--- config.mk ---
export PLATFORM = sky130hd
export DESIGN_NAME = sprite_pixel_selector_flat
export DESIGN_NICKNAME = d
export VERILOG_FILES = /design/src/rtl/sprite_pixel_selector_pkg.sv /design/src/rtl/sprite_pixel_selector_if.sv /design/src/rtl/sprite_pixel_selector_pri_enc31.sv /design/src/rtl/sprite_pixel_selector.sv /design/src/flat_wrapper.sv
export SDC_FILE = /design/constraint.sdc
export NUM_CORES = 1
export LEC_CHECK = 0
export BUFFER_PORTS_ARGS = -buffer_cell sky130_fd_sc_hd__buf_2
export CAP_MARGIN = 25
export CELL_PAD_IN_SITES_DETAIL_PLACEMENT = 2
export CELL_PAD_IN_SITES_GLOBAL_PLACEMENT = 2
export CORE_MARGIN = 1.5
export CORE_UTILIZATION = 34
export DETAILED_ROUTE_END_ITERATION = 7
export MAX_ROUTING_LAYER = met4
export PLACE_DENSITY_LB_ADDON = 0.1
export SLEW_MARGIN = 20
export SYNTH_ARGS = -nofsm -noshare
export SYNTH_HDL_FRONTEND = slang
export SYNTH_HIERARCHICAL = 1
export SYNTH_SLANG_ARGS = --single-unit
--- constraint.sdc ---
create_clock -name clk -period 7.87 [get_ports clk]
set_input_delay 1.574 -clock clk [delete_from_list [all_inputs] [get_ports clk]]
set_output_delay 1.574 -clock clk [all_outputs]
set_load 0.01 [all_outputs]
--- src/rtl/sprite_pixel_selector_pkg.sv ---
// sprite_pixel_selector_pkg: register field positions, FSM states and colour defaults shared by the selector
package sprite_pixel_selector_pkg;
  localparam int X_MSB = 28;
  localparam int X_LSB = 19;
  localparam int Y_MSB = 18;
  localparam int Y_LSB = 9;
  localparam int ID_MSB = 8;
  localparam int ID_LSB = 0;
  localparam logic [8:0] TRANSP_DEF = 9'h1FF;
  localparam logic [8:0] BG_COLOR_DEF = 9'h000;
  typedef enum logic [2:0] {IDLE, SEARCH, FETCH, WAIT, DONE} state_t;
endpackage

--- src/rtl/sprite_pixel_selector_if.sv ---
// sprite_pixel_selector_if: request, register-read, memory-read and result signals of the selector
// master: the selector (drives reg_idx, mem_rd, mem_addr, out_color, out_valid, busy)
// slave: its environment (drives start, hits, check, reg_data, mem_data)
interface sprite_pixel_selector_if #(parameter int ADDR_W = 15);
  logic start;
  logic [31:0] hits;
  logic [19:0] check;
  logic [4:0] reg_idx;
  logic [31:0] reg_data;
  logic mem_rd;
  logic [ADDR_W-1:0] mem_addr;
  logic [8:0] mem_data;
  logic [8:0] out_color;
  logic out_valid;
  logic busy;
  modport master(input start, hits, check, reg_data, mem_data,
                 output reg_idx, mem_rd, mem_addr, out_color, out_valid, busy);
  modport slave(output start, hits, check, reg_data, mem_data,
                input reg_idx, mem_rd, mem_addr, out_color, out_valid, busy);
endinterface

--- src/rtl/sprite_pixel_selector_pri_enc31.sv ---
// pri_enc31: lowest-set-bit encoder; vec in, idx = lowest set bit, any = vec nonzero
module pri_enc31 (
  input  logic [30:0] vec,
  output logic [4:0]  idx,
  output logic        any
);
  always_comb begin
    idx = '0;
    for (int i = 30; i >= 0; i--) if (vec[i]) idx = 5'(i);
  end
  assign any = |vec;
endmodule

--- src/rtl/sprite_pixel_selector.sv ---
// sprite_pixel_selector: walks hit sprites lowest index first and returns the first opaque pixel or BG_COLOR
// clk, reset (async, active-low); bus.master carries start/hits/check in, register and memory reads, out_color/out_valid/busy out
module sprite_pixel_selector
  import sprite_pixel_selector_pkg::*;
#(
  parameter int ADDR_W = 15,
  parameter int SPR_LINE = 20,
  parameter logic [8:0] TRANSP = TRANSP_DEF,
  parameter logic [8:0] BG_COLOR = BG_COLOR_DEF
) (
  input logic clk,
  input logic reset,
  sprite_pixel_selector_if.master bus
);
  state_t state, next;
  logic [30:0] pend;
  logic [19:0] pos;
  logic [4:0] k;
  logic any;
  logic [9:0] dx, dy;
  logic [31:0] addr;
  pri_enc31 u_pe (.vec(pend), .idx(k), .any(any));
  // 10-bit wrapping differences: upstream guarantees the pixel lies inside the sprite
  assign dx = pos[19:10] - bus.reg_data[X_MSB:X_LSB];
  assign dy = pos[9:0] - bus.reg_data[Y_MSB:Y_LSB];
  assign addr = 32'(bus.reg_data[ID_MSB:ID_LSB]) * 32'(SPR_LINE * SPR_LINE)
              + 32'(dy) * 32'(SPR_LINE) + 32'(dx);
  assign bus.mem_rd = state == FETCH;
  assign bus.mem_addr = bus.mem_rd ? addr[ADDR_W-1:0] : '0;
  assign bus.out_valid = state == DONE;
  assign bus.busy = state != IDLE;
  always_ff @(posedge clk or negedge reset)
    if (!reset) state <= IDLE;
    else state <= next;
  always_comb begin
    next = state;
    unique case (state)
      IDLE:    next = bus.start ? SEARCH : IDLE;
      SEARCH:  next = any ? FETCH : DONE;
      FETCH:   next = WAIT;
      WAIT:    next = bus.mem_data == TRANSP ? SEARCH : DONE;
      default: next = IDLE;
    endcase
  end
  // reg_idx doubles as the latched candidate index k while FETCH/WAIT run
  always_ff @(posedge clk or negedge reset)
    if (!reset) begin
      pend <= '0;
      pos <= '0;
      bus.reg_idx <= '0;
      bus.out_color <= '0;
    end else begin
      if (state == IDLE && bus.start) begin
        pend <= bus.hits[30:0];
        pos <= bus.check;
      end
      if (state == SEARCH && any) bus.reg_idx <= k;
      if (state == SEARCH && !any) bus.out_color <= BG_COLOR;
      if (state == WAIT && bus.mem_data == TRANSP) pend[bus.reg_idx] <= 1'b0;
      if (state == WAIT && bus.mem_data != TRANSP) bus.out_color <= bus.mem_data;
    end
endmodule

--- src/flat_wrapper.sv ---
// flat-port wrapper written by rule: the top's interface ports become plain ports
module sprite_pixel_selector_flat import sprite_pixel_selector_pkg::*;
#(
  parameter int ADDR_W = 15,
  parameter int SPR_LINE = 20,
  parameter logic [8:0] TRANSP = TRANSP_DEF,
  parameter logic [8:0] BG_COLOR = BG_COLOR_DEF
)
  (clk, reset, bus_start, bus_hits, bus_check, bus_reg_data, bus_mem_data, bus_reg_idx, bus_mem_rd, bus_mem_addr, bus_out_color, bus_out_valid, bus_busy);
  sprite_pixel_selector_if #(.ADDR_W(ADDR_W)) bus_i ();
  input logic clk;
  input logic reset;
  input wire logic [$bits(bus_i.start)-1:0] bus_start;
  input wire logic [$bits(bus_i.hits)-1:0] bus_hits;
  input wire logic [$bits(bus_i.check)-1:0] bus_check;
  input wire logic [$bits(bus_i.reg_data)-1:0] bus_reg_data;
  input wire logic [$bits(bus_i.mem_data)-1:0] bus_mem_data;
  output wire logic [$bits(bus_i.reg_idx)-1:0] bus_reg_idx;
  output wire logic [$bits(bus_i.mem_rd)-1:0] bus_mem_rd;
  output wire logic [$bits(bus_i.mem_addr)-1:0] bus_mem_addr;
  output wire logic [$bits(bus_i.out_color)-1:0] bus_out_color;
  output wire logic [$bits(bus_i.out_valid)-1:0] bus_out_valid;
  output wire logic [$bits(bus_i.busy)-1:0] bus_busy;
  assign bus_i.start = bus_start;
  assign bus_i.hits = bus_hits;
  assign bus_i.check = bus_check;
  assign bus_i.reg_data = bus_reg_data;
  assign bus_i.mem_data = bus_mem_data;
  assign bus_reg_idx = bus_i.reg_idx;
  assign bus_mem_rd = bus_i.mem_rd;
  assign bus_mem_addr = bus_i.mem_addr;
  assign bus_out_color = bus_i.out_color;
  assign bus_out_valid = bus_i.out_valid;
  assign bus_busy = bus_i.busy;
  sprite_pixel_selector #(.ADDR_W(ADDR_W), .SPR_LINE(SPR_LINE), .TRANSP(TRANSP), .BG_COLOR(BG_COLOR)) u_core (.clk(clk), .reset(reset), .bus(bus_i));
endmodule
==> results of run 1 <==
kinds of logic (layout without fill, tap and decap cells):
group	after synthesis	count (layout)	share of synthesized area, %
flops	68	68	29.0
compound gates	146	146	15.8
xor+xnor	39	39	6.31
fa+ha+maj	81	81	19.1
other cells	0	2	0
mux	54	54	9.68
buf+inv	89	230	6.40
simple gates	151	151	13.7
timing repair:
| item | CTS | global route |
|---|---|---|
| pin swaps | 1 | 9 |
| gates resized for setup | 9 | 26 |
| gates cloned | 0 | 0 |
| endpoints found under the setup margin | 2 | 4 |
| buffers inserted | 1 | 6 |
worst paths after layout:
check / to / slack, ps / cells past startpoint
setup / recovery: bus_mem_addr[14] / 270 / 25
hold / removal: u_core/bus.out_color[0]$_DFFE_PN0P_ / 500 / 1
setup reg to reg: u_core/pend[6]$_DFF_PN0_ / 5270 / 5
hold reg to reg: u_core/bus.out_color[0]$_DFFE_PN0P_ / 500 / 1
max in group asynchronous: u_core/pend[21]$_DFF_PN0_ / 5780 / 2
min in group asynchronous: u_core/bus.out_color[5]$_DFFE_PN0P_ / 1470 / 2
sequential cells by signal, indices dropped and copies added (netlist names):
register / flops
u_core/bus.out_color: 9
u_core/bus.reg_idx: 5
u_core/pend: 31
u_core/pos: 20
u_core/state: 3
per-stage QoR:
step                      TNS (ps)  cells  hold WS [ps]
final                            0    991           500
after global routing         -31.9    991           516
after CTS                        0    983           504
after detailed placement      -130    966           480
after global placement           0    966           480
after floorplan                  0    628           485
cell usage after synthesis (5+ instances only):
cell | number | area share (%)
nor2_1 | 44 | 2.8
nor4_1 | 6 | 0.64
ha_1 | 67 | 14
o21ai_0 | 27 | 2.3
a22o_1 | 9 | 1.3
dfrtp_1 | 68 | 29
nor2b_1 | 14 | 1.5
or3_1 | 6 | 0.64
clkbuf_1 | 5 | 0.32
mux2i_1 | 32 | 5.5
nand2b_1 | 9 | 0.96
nor3b_1 | 6 | 0.77
inv_1 | 77 | 4.9
a21oi_1 | 61 | 5.2
fa_1 | 14 | 4.8
a21o_1 | 8 | 1.0
nor3_1 | 12 | 1.0
and2_1 | 5 | 0.53
nand2_1 | 23 | 1.5
mux2_2 | 22 | 4.2
xnor2_1 | 21 | 3.1
xor2_1 | 15 | 2.2
a211oi_1 | 8 | 1.0
worst max-delay path: cells and delay by family:
family / cells / cell delay (ps)
buffers and inverters: 3 / 330
adder cells (fa/ha/maj): 5 / 1520
AO/OA/AOI/OAI: 6 / 800
AND/OR/NAND/NOR: 5 / 520
XOR/XNOR: 6 / 1290
routing by layer:
layer,wire length (µm),share of wire (%),track usage [%]
met1,7670,42,24.2
met4,177,0.98,4.90
met2,9730,54,39.7
met5,0,0,-
met3,488,2.7,2.65
final cells by class:
cell class | instances | area [µm²] | share of cell area, %
tap | 220 | 275 | 3.79
multi-input combinational | 471 | 3950 | 54.4
inverter | 77 | 289 | 3.97
timing repair buffer | 137 | 721 | 9.91
sequential | 68 | 1700 | 23.4
antenna | 2 | 5.00 | 0.0688
clock inverter | 5 | 85.1 | 1.17
clock buffer | 11 | 243 | 3.34
==> key figures, run 1 <==
Outcome
  • Status: finished, final reports clean

Route
  • DR iter-0 viols: 132
  • Final wirelength: 18100 µm
  • WL per Instance: 18.2 µm
  • DR vias/cell: 5.18
  • Antenna Violating Nets Remaining: 0
  • Residual DRC: 0
  • First drt pass iteration count: 4
  • Total number of vias: 5136

Die
  • Die Width: 134 µm
  • Die height: 134 µm
  • Die area: 0.0181 mm²
  • Rows: 47
  • Count of boundary I/O pins: 128
  • Core ar.: 0.0167 mm²
  • Initial Util: 35.1%

Timing
  • Final Max Tran Viols: 0
  • Post-route setup slack: 273 ps
  • Clk_skew: 9.04 ps
  • Max Freq: 132 MHz
  • Hold Fails Final Rpt: 0
  • Fin crit period: 7600 ps
  • Slew of the pin with the lowest slew margin: 947 ps
  • Final worst path period share: 96.5%
  • # setup viols final: 0
  • Max_slew headroom: 36.9%

Layout
  • Post-layout nets: 941
  • Commonest non-fill, non-tap cells in the layout: buf_2 (123), inv_1 (77), dfrtp_1 (68)
  • Area Growth Syn to Fin: 23.9%
  • Post-route cell area: 0.00727 mm²
  • Most common cell after layout, fill and taps aside: buf_2
  • Fill cells: 1856
  • Share of cells above drive strength 1: 28.9%
  • Fin util: 43.5%

Setup path
  • Crit path DAT: 6020 ps
  • CP peak stage delay: 460 ps
  • CP max stage cell: xnor3_1
  • Setup crit start: bus_reg_data[9]
  • CP required: 6300 ps
  • Crit path kind: primary input to primary output
  • RR Startpoint: u_core/state[0]$_DFF_PN0_
  • Critical Path Sink Type: primary output
  • Crit path launch type: primary input
  • CP most frequent cell: xnor2_1
  • Maximum fanout along the worst path: 3

Global route
  • Vias in the first global route: 5857
  • Largest net degree at the start of global routing: 69
  • Initial antenna violation count: 2
  • First-pass GRT wire length: 29400 µm
  • GRT Total Usage: 21.3%
  • Total grt overflow: 0

Yosys
  • Synthesized area: 0.00587 mm²
  • Synthesized area per cell: 9.34 µm²
  • Syn nets: 805
  • Synth async-reset ratio: 100%
  • Unique masters post-synth: 63
  • Syn Inst Count: 628
  • Post-synth EDFFs: 0
  • Synthesized flop and latch total: 68
  • Register area share after synthesis: 29.0%
  • Ys Warns: 6
  • Post-synth top flop: dfrtp_1

Clock tree
  • Root Buffer: clkbuf_16
  • TritonCTS Buffers: 9
  • CTS tree: yes
  • Hold_buf cts: 0
  • Clk sinks: 68
  • Max Buffers Root-to-Sink: 2
  • H-tree depth: 3
  • Clk Latency, worst-skew pair: 330 ps
  • Worst-path clk slew: 50 ps

Min path
  • Worst Hold Class: flop to flop
  • Hold_sp: u_core/bus.out_color[0]$_DFFE_PN0P_

Place
  • Number of port buffers: 123
  • Placed cell area: 0.00672 mm²
  • Post-DP HPWL: 13800 µm
  • Routability cong.: 0.773
  • Place WS: -113 ps

Run
  • Max_cap viols: 0
Power of run 1 is not shown: default switching activity piles up to over one toggle a cycle in this logic, so the estimate is an artifact.
==> run 2, diff against run 1 <==
--- a/config.mk
+++ b/config.mk
@@ -14,6 +14,7 @@
 export DETAILED_ROUTE_END_ITERATION = 7
 export MAX_ROUTING_LAYER = met4
 export PLACE_DENSITY_LB_ADDON = 0.1
+export REMOVE_ABC_BUFFERS = 1
 export SLEW_MARGIN = 20
 export SYNTH_ARGS = -nofsm -noshare
 export SYNTH_HDL_FRONTEND = slang
==> constraint.sdc (replaced) <==
create_clock -name clk -period 7.7 [get_ports clk]
set_input_delay 0.385 -clock clk [delete_from_list [all_inputs] [get_ports clk]]
set_output_delay 0.385 -clock clk [all_outputs]
set_load 0.01 [all_outputs]
==> run 2 against run 1 <==
  * First-iteration DRC count is 33% lower
  * Register-to-register slack better by 220 ps
  * Largest cell class unchanged
  * Highest routed layer unchanged
  * Count of clock-buffer cells in the layout decreased by 2
  * Critical path depth down 2
==> key figures, run 2 (same netlist as run 1, synthesis figures left out) <==
Outcome
  • Status: finished, final reports clean

Global route
  • Largest net degree at the start of global routing: 69
  • Vias in the first global route: 5779
  • Total grt overflow: 0
  • GRT Total Usage: 20.6%
  • Initial antenna violation count: 0
  • First-pass GRT wire length: 28500 µm

Route
  • Residual DRC: 0
  • Final wirelength: 17100 µm
  • Total number of vias: 5063
  • DR vias/cell: 5.18
  • First drt pass iteration count: 4
  • WL per Instance: 17.5 µm
  • DR iter-0 viols: 88
  • Antenna Violating Nets Remaining: 0

Timing
  • Final Max Tran Viols: 0
  • Max Freq: 172 MHz
  • Fin crit period: 5820 ps
  • Final worst path period share: 75.6%
  • # setup viols final: 0
  • Max_slew headroom: 39.2%
  • Clk_skew: 8.71 ps
  • RSZ-0062 raised after global routing: false
  • Hold Fails Final Rpt: 0
  • Slew of the pin with the lowest slew margin: 911 ps
  • Fin Setup TNS: 0 ps

Layout
  • Share of cells above drive strength 1: 24.0%
  • Most flops, register: u_core/pend
  • Area Growth Syn to Fin: 19.9%
  • Fill cells: 1879
  • N_diodes: 0
  • Max reg flops: 31
  • Commonest non-fill, non-tap cells in the layout: buf_2 (123), inv_1 (77), dfrtp_1 (68)
  • Post-layout nets: 929
  • Biggest registers after layout: u_core/pend x31, u_core/pos x20, u_core/bus.out_color x9
  • Most common cell after layout, fill and taps aside: buf_2

Die
  • Die area: 0.0181 mm²
  • Initial Util: 35.1%
  • Core ar.: 0.0167 mm²
  • Die Width: 134 µm
  • Die height: 134 µm
  • Count of boundary I/O pins: 128
  • Rows: 47

Place
  • Number of port buffers: 123
  • Routability cong.: 0.791
  • Post-DP HPWL: 13700 µm

Clock tree
  • Clk Latency, worst-skew pair: 340 ps
  • TritonCTS Buffers: 9
  • Hold_buf cts: 0
  • Worst-path clk slew: 60 ps
  • Max Buffers Root-to-Sink: 2
  • CTS tree: yes
  • Root Buffer: clkbuf_16
  • Post-CTS Setup Repair Bufs: 0
  • H-tree depth: 3
  • Clk sinks: 68
  • Post-CTS Resized: 0

Run
  • Max_cap viols: 0

Setup path
  • Crit path DAT: 5440 ps
  • Crit path launch type: flop
  • Crit path kind: flop to primary output
  • Maximum fanout along the worst path: 5
  • Critical Path Sink Type: primary output
  • CP required: 7320 ps

Min path
  • Worst Hold Class: primary input to async pin
## run 2: cell count changes in the layout (fill, tap and decap cells not counted), sizes merged
cell,previous run,this run
inv,77,78
clkinvlp,1,2
bufinv,2,3
buf,137,125
diode,2,0
clkinv,2,1
clkbuf,11,9
## run 2: final cells by class
cell class              instances  area [µm²]  area share (%)
clock buffers                   9         225            3.20
well taps                     220         275            3.91
multi-input cells             471        3790            53.9
flip-flops and latches         68        1700            24.2
clock inverters                 7         123            1.74
inverters                      77         289            4.11
repair buffers                125         631            8.96
## run 2: final timing paths
kind	from	end	slack [ps]	cells past startpoint
worst min register to register	u_core/bus.out_color[0]$_DFFE_PN0P_	u_core/bus.out_color[0]$_DFFE_PN0P_	500	1
worst min-delay path	reset	u_core/bus.out_color[5]$_DFFE_PN0P_	250	2
worst max register to register	u_core/pend[19]$_DFF_PN0_	u_core/bus.reg_idx[4]$_DFFE_PN0P_	5490	6
worst max-delay path	u_core/pos[0]$_DFFE_PN0P_	bus_mem_addr[14]	1880	23
min in group clk	bus_check[10]	u_core/pos[10]$_DFFE_PN0P_	260	3
max in group asynchronous	reset	u_core/pend[29]$_DFF_PN0_	6850	2
## run 2: worst max-delay path: stages (launching register included)
cell and delay, ps:
dfrtp_1 320, inv_1 50, ha_1 200, fa_1 410
nor2b_1 130, o21ai_1 90, a21oi_1 200, nor2b_1 110
ha_1 320, ha_1 320, a211oi_1 210, nor2_1 110
o31ai_1 350, a21boi_0 310, ha_1 290, ha_1 370
nand4_1 150, nor2_1 50, a21oi_1 300, o2bb2ai_1 180
xnor3_1 260, xnor2_1 160, nor2_1 50, buf_2 160
## run 2: metal layers
| layer | up-vias | share of wire, % | GRT usage, % |
|---|---|---|---|
| li1 | 2442 | - | - |
| met1 | 2544 | 40 | 22.1 |
| met2 | 60 | 56 | 39.2 |
| met3 | 17 | 2.5 | 3.06 |
| met4 | 0 | 1.0 | 5.02 |
| met5 | - | 0 | - |
## run 2: metrics by stage
stage | worst slack [ps] | hold WS [ps] | std cells | util [%] | cell area [µm²]
final | 1880 | 252 | 977 | 42.1 | 7030
after global routing | 1460 | 266 | 977 | 42.1 | 7030
after CTS | 1780 | 248 | 977 | 42.1 | 7030
after detailed placement | 2020 | 483 | 961 | 40.0 | 6690
after global placement | 2120 | 481 | 961 | 40.0 | 6690
after floorplan | 2830 | 89.4 | 616 | - | 5780
Power of run 2 is left out for the same reason.
==> run 3, diff against run 2 <==
--- a/config.mk
+++ b/config.mk
@@ -10,7 +10,7 @@
 export CELL_PAD_IN_SITES_DETAIL_PLACEMENT = 2
 export CELL_PAD_IN_SITES_GLOBAL_PLACEMENT = 2
 export CORE_MARGIN = 1.5
-export CORE_UTILIZATION = 34
+export CORE_UTILIZATION = 31
 export DETAILED_ROUTE_END_ITERATION = 7
 export MAX_ROUTING_LAYER = met4
 export PLACE_DENSITY_LB_ADDON = 0.1
==> constraint.sdc (replaced) <==
create_clock -name clk -period 5.35 [get_ports clk]
set_input_delay 0.2675 -clock clk [delete_from_list [all_inputs] [get_ports clk]]
set_output_delay 0.2675 -clock clk [all_outputs]
set_load 0.01 [all_outputs]
==> run 3 against run 2 <==
  * Die area up 9.5%
  * Sequential cell count unchanged
  * Global-route usage down 1.6 points
  * Via count up 0.26%
  * Register-to-register slack worse by 2800 ps
  * Largest cell class unchanged
==> key figures, run 3 (same netlist as run 1, synthesis figures left out) <==
Die
  • Initial Util: 31.5%
  • Die area: 0.0198 mm²
  • Die height: 141 µm
  • Die Width: 141 µm
  • Count of boundary I/O pins: 128
  • Core ar.: 0.0186 mm²
  • Rows: 50

Min path
  • Worst Hold Class: primary input to async pin

Route
  • Antenna Violating Nets Remaining: 0
  • Final wirelength: 17800 µm
  • Total number of vias: 5076
  • First drt pass iteration count: 4
  • DR vias/cell: 5.09
  • DR iter-0 viols: 116
  • WL per Instance: 17.8 µm
  • Residual DRC: 0

Place
  • Post-DP HPWL: 14100 µm
  • Number of port buffers: 123
  • Placed cell area: 0.00672 mm²
  • Routability cong.: 0.784

Run
  • Max_cap viols: 0

Clock tree
  • H-tree depth: 3
  • Max Buffers Root-to-Sink: 2
  • Clk sinks: 68
  • Worst-path clk slew: 60 ps
  • Root Buffer: clkbuf_16
  • Clk Latency, worst-skew pair: 340 ps
  • CTS tree: yes
  • TritonCTS Buffers: 9
  • Hold_buf cts: 0

Layout
  • Max reg flops: 31
  • Biggest registers after layout: u_core/pend x31, u_core/pos x20, u_core/bus.out_color x9
  • Area Growth Syn to Fin: 23.5%
  • Share of cells above drive strength 1: 28.7%
  • Commonest non-fill, non-tap cells in the layout: buf_2 (123), inv_1 (76), dfrtp_1 (68)
  • Post-layout nets: 935
  • Post-route cell area: 0.00724 mm²
  • Most common cell after layout, fill and taps aside: buf_2
  • Most flops, register: u_core/pend

Setup path
  • CP most frequent cell: nor2b_2
  • CP max stage cell: fa_1
  • Critical Path Sink Type: primary output
  • Crit path DAT: 4950 ps
  • Maximum fanout along the worst path: 5
  • CP required: 5080 ps
  • Crit path launch type: flop
  • Crit path kind: flop to primary output
  • CP peak stage delay: 440 ps

Timing
  • Max Freq: 192 MHz
  • Clk_skew: 11.1 ps
  • Hold Fails Final Rpt: 0
  • Max_slew headroom: 38.7%
  • RSZ-0062 raised after global routing: true
  • # setup viols final: 0
  • Hold slack final: 144 ps
  • Final Max Tran Viols: 0
  • Final worst path period share: 97.5%
  • Fin crit period: 5220 ps
  • Fin Setup TNS: 0 ps
  • Slew of the pin with the lowest slew margin: 916 ps

Global route
  • Total grt overflow: 0
  • Largest net degree at the start of global routing: 69
  • Initial antenna violation count: 1
  • GRT Total Usage: 19.0%
  • First-pass GRT wire length: 28700 µm
  • Vias in the first global route: 5594

Outcome
  • Status: finished, final reports clean
run 3: worst paths after layout:
kind / depth (start not counted) / endpoint / start / slack, ps
max in group asynchronous: 2 / u_core/bus.out_color[7]$_DFFE_PN0P_ / reset / 4610
hold / removal: 2 / u_core/pos[19]$_DFFE_PN0P_ / reset / 140
setup / recovery: 25 / bus_mem_addr[14] / u_core/pos[0]$_DFFE_PN0P_ / 130
min in group clk: 3 / u_core/pos[0]$_DFFE_PN0P_ / bus_check[0] / 150
hold reg to reg: 1 / u_core/bus.out_color[6]$_DFFE_PN0P_ / u_core/bus.out_color[6]$_DFFE_PN0P_ / 500
setup reg to reg: 4 / u_core/pos[11]$_DFFE_PN0P_ / u_core/state[1]$_DFF_PN0_ / 2700
run 3: layout make-up:
cell class | count | area [µm²]
Antenna cell | 1 | 2.50
Clock buffer | 11 | 243
Clock inverter | 5 | 60.1
Fill cell | 2096 | 11400
Inverter | 77 | 289
Multi-Input combinational cell | 471 | 3980
Sequential cell | 68 | 1700
Tap cell | 234 | 293
Timing Repair Buffer | 131 | 676
run 3: metrics by stage:
step / cells / utilization [%] / setup WS [ps]
2_1_floorplan: 616 / - / 657
3_3_place_gp: 977 / 36.0 / 163
3_5_place_dp: 977 / 36.0 / 71.1
4_1_cts: 993 / 38.1 / 15.6
5_1_grt: 998 / 38.9 / -260
6_report: 998 / 38.9 / 132
run 3: timing repair:
action / CTS / global route
pin swaps: 2 / 6
gates resized for setup: 17 / 23
endpoints found under the setup margin: 3 / 4
setup buffers: 0 / 4
run 3: critical path, delay by kind of cell (launching register included):
family / cells / cell delay (ps)
xor+xnor: 3 / 580
compound gates: 6 / 730
simple gates: 6 / 630
flops: 1 / 340
fa+ha+maj: 6 / 1960
buf+inv: 4 / 350
run 3: routing by layer:
layer / share of wire [%] / wire length (µm) / up-vias / global-route usage [%]
met5: 0 / 0 / - / -
met4: 1.4 / 255 / 0 / 5.21
met3: 3.5 / 628 / 19 / 3.29
met2: 48 / 8500 / 97 / 31.3
met1: 47 / 8380 / 2498 / 24.1
li1: - / - / 2462 / -
Power of run 3 is left out for the same reason.
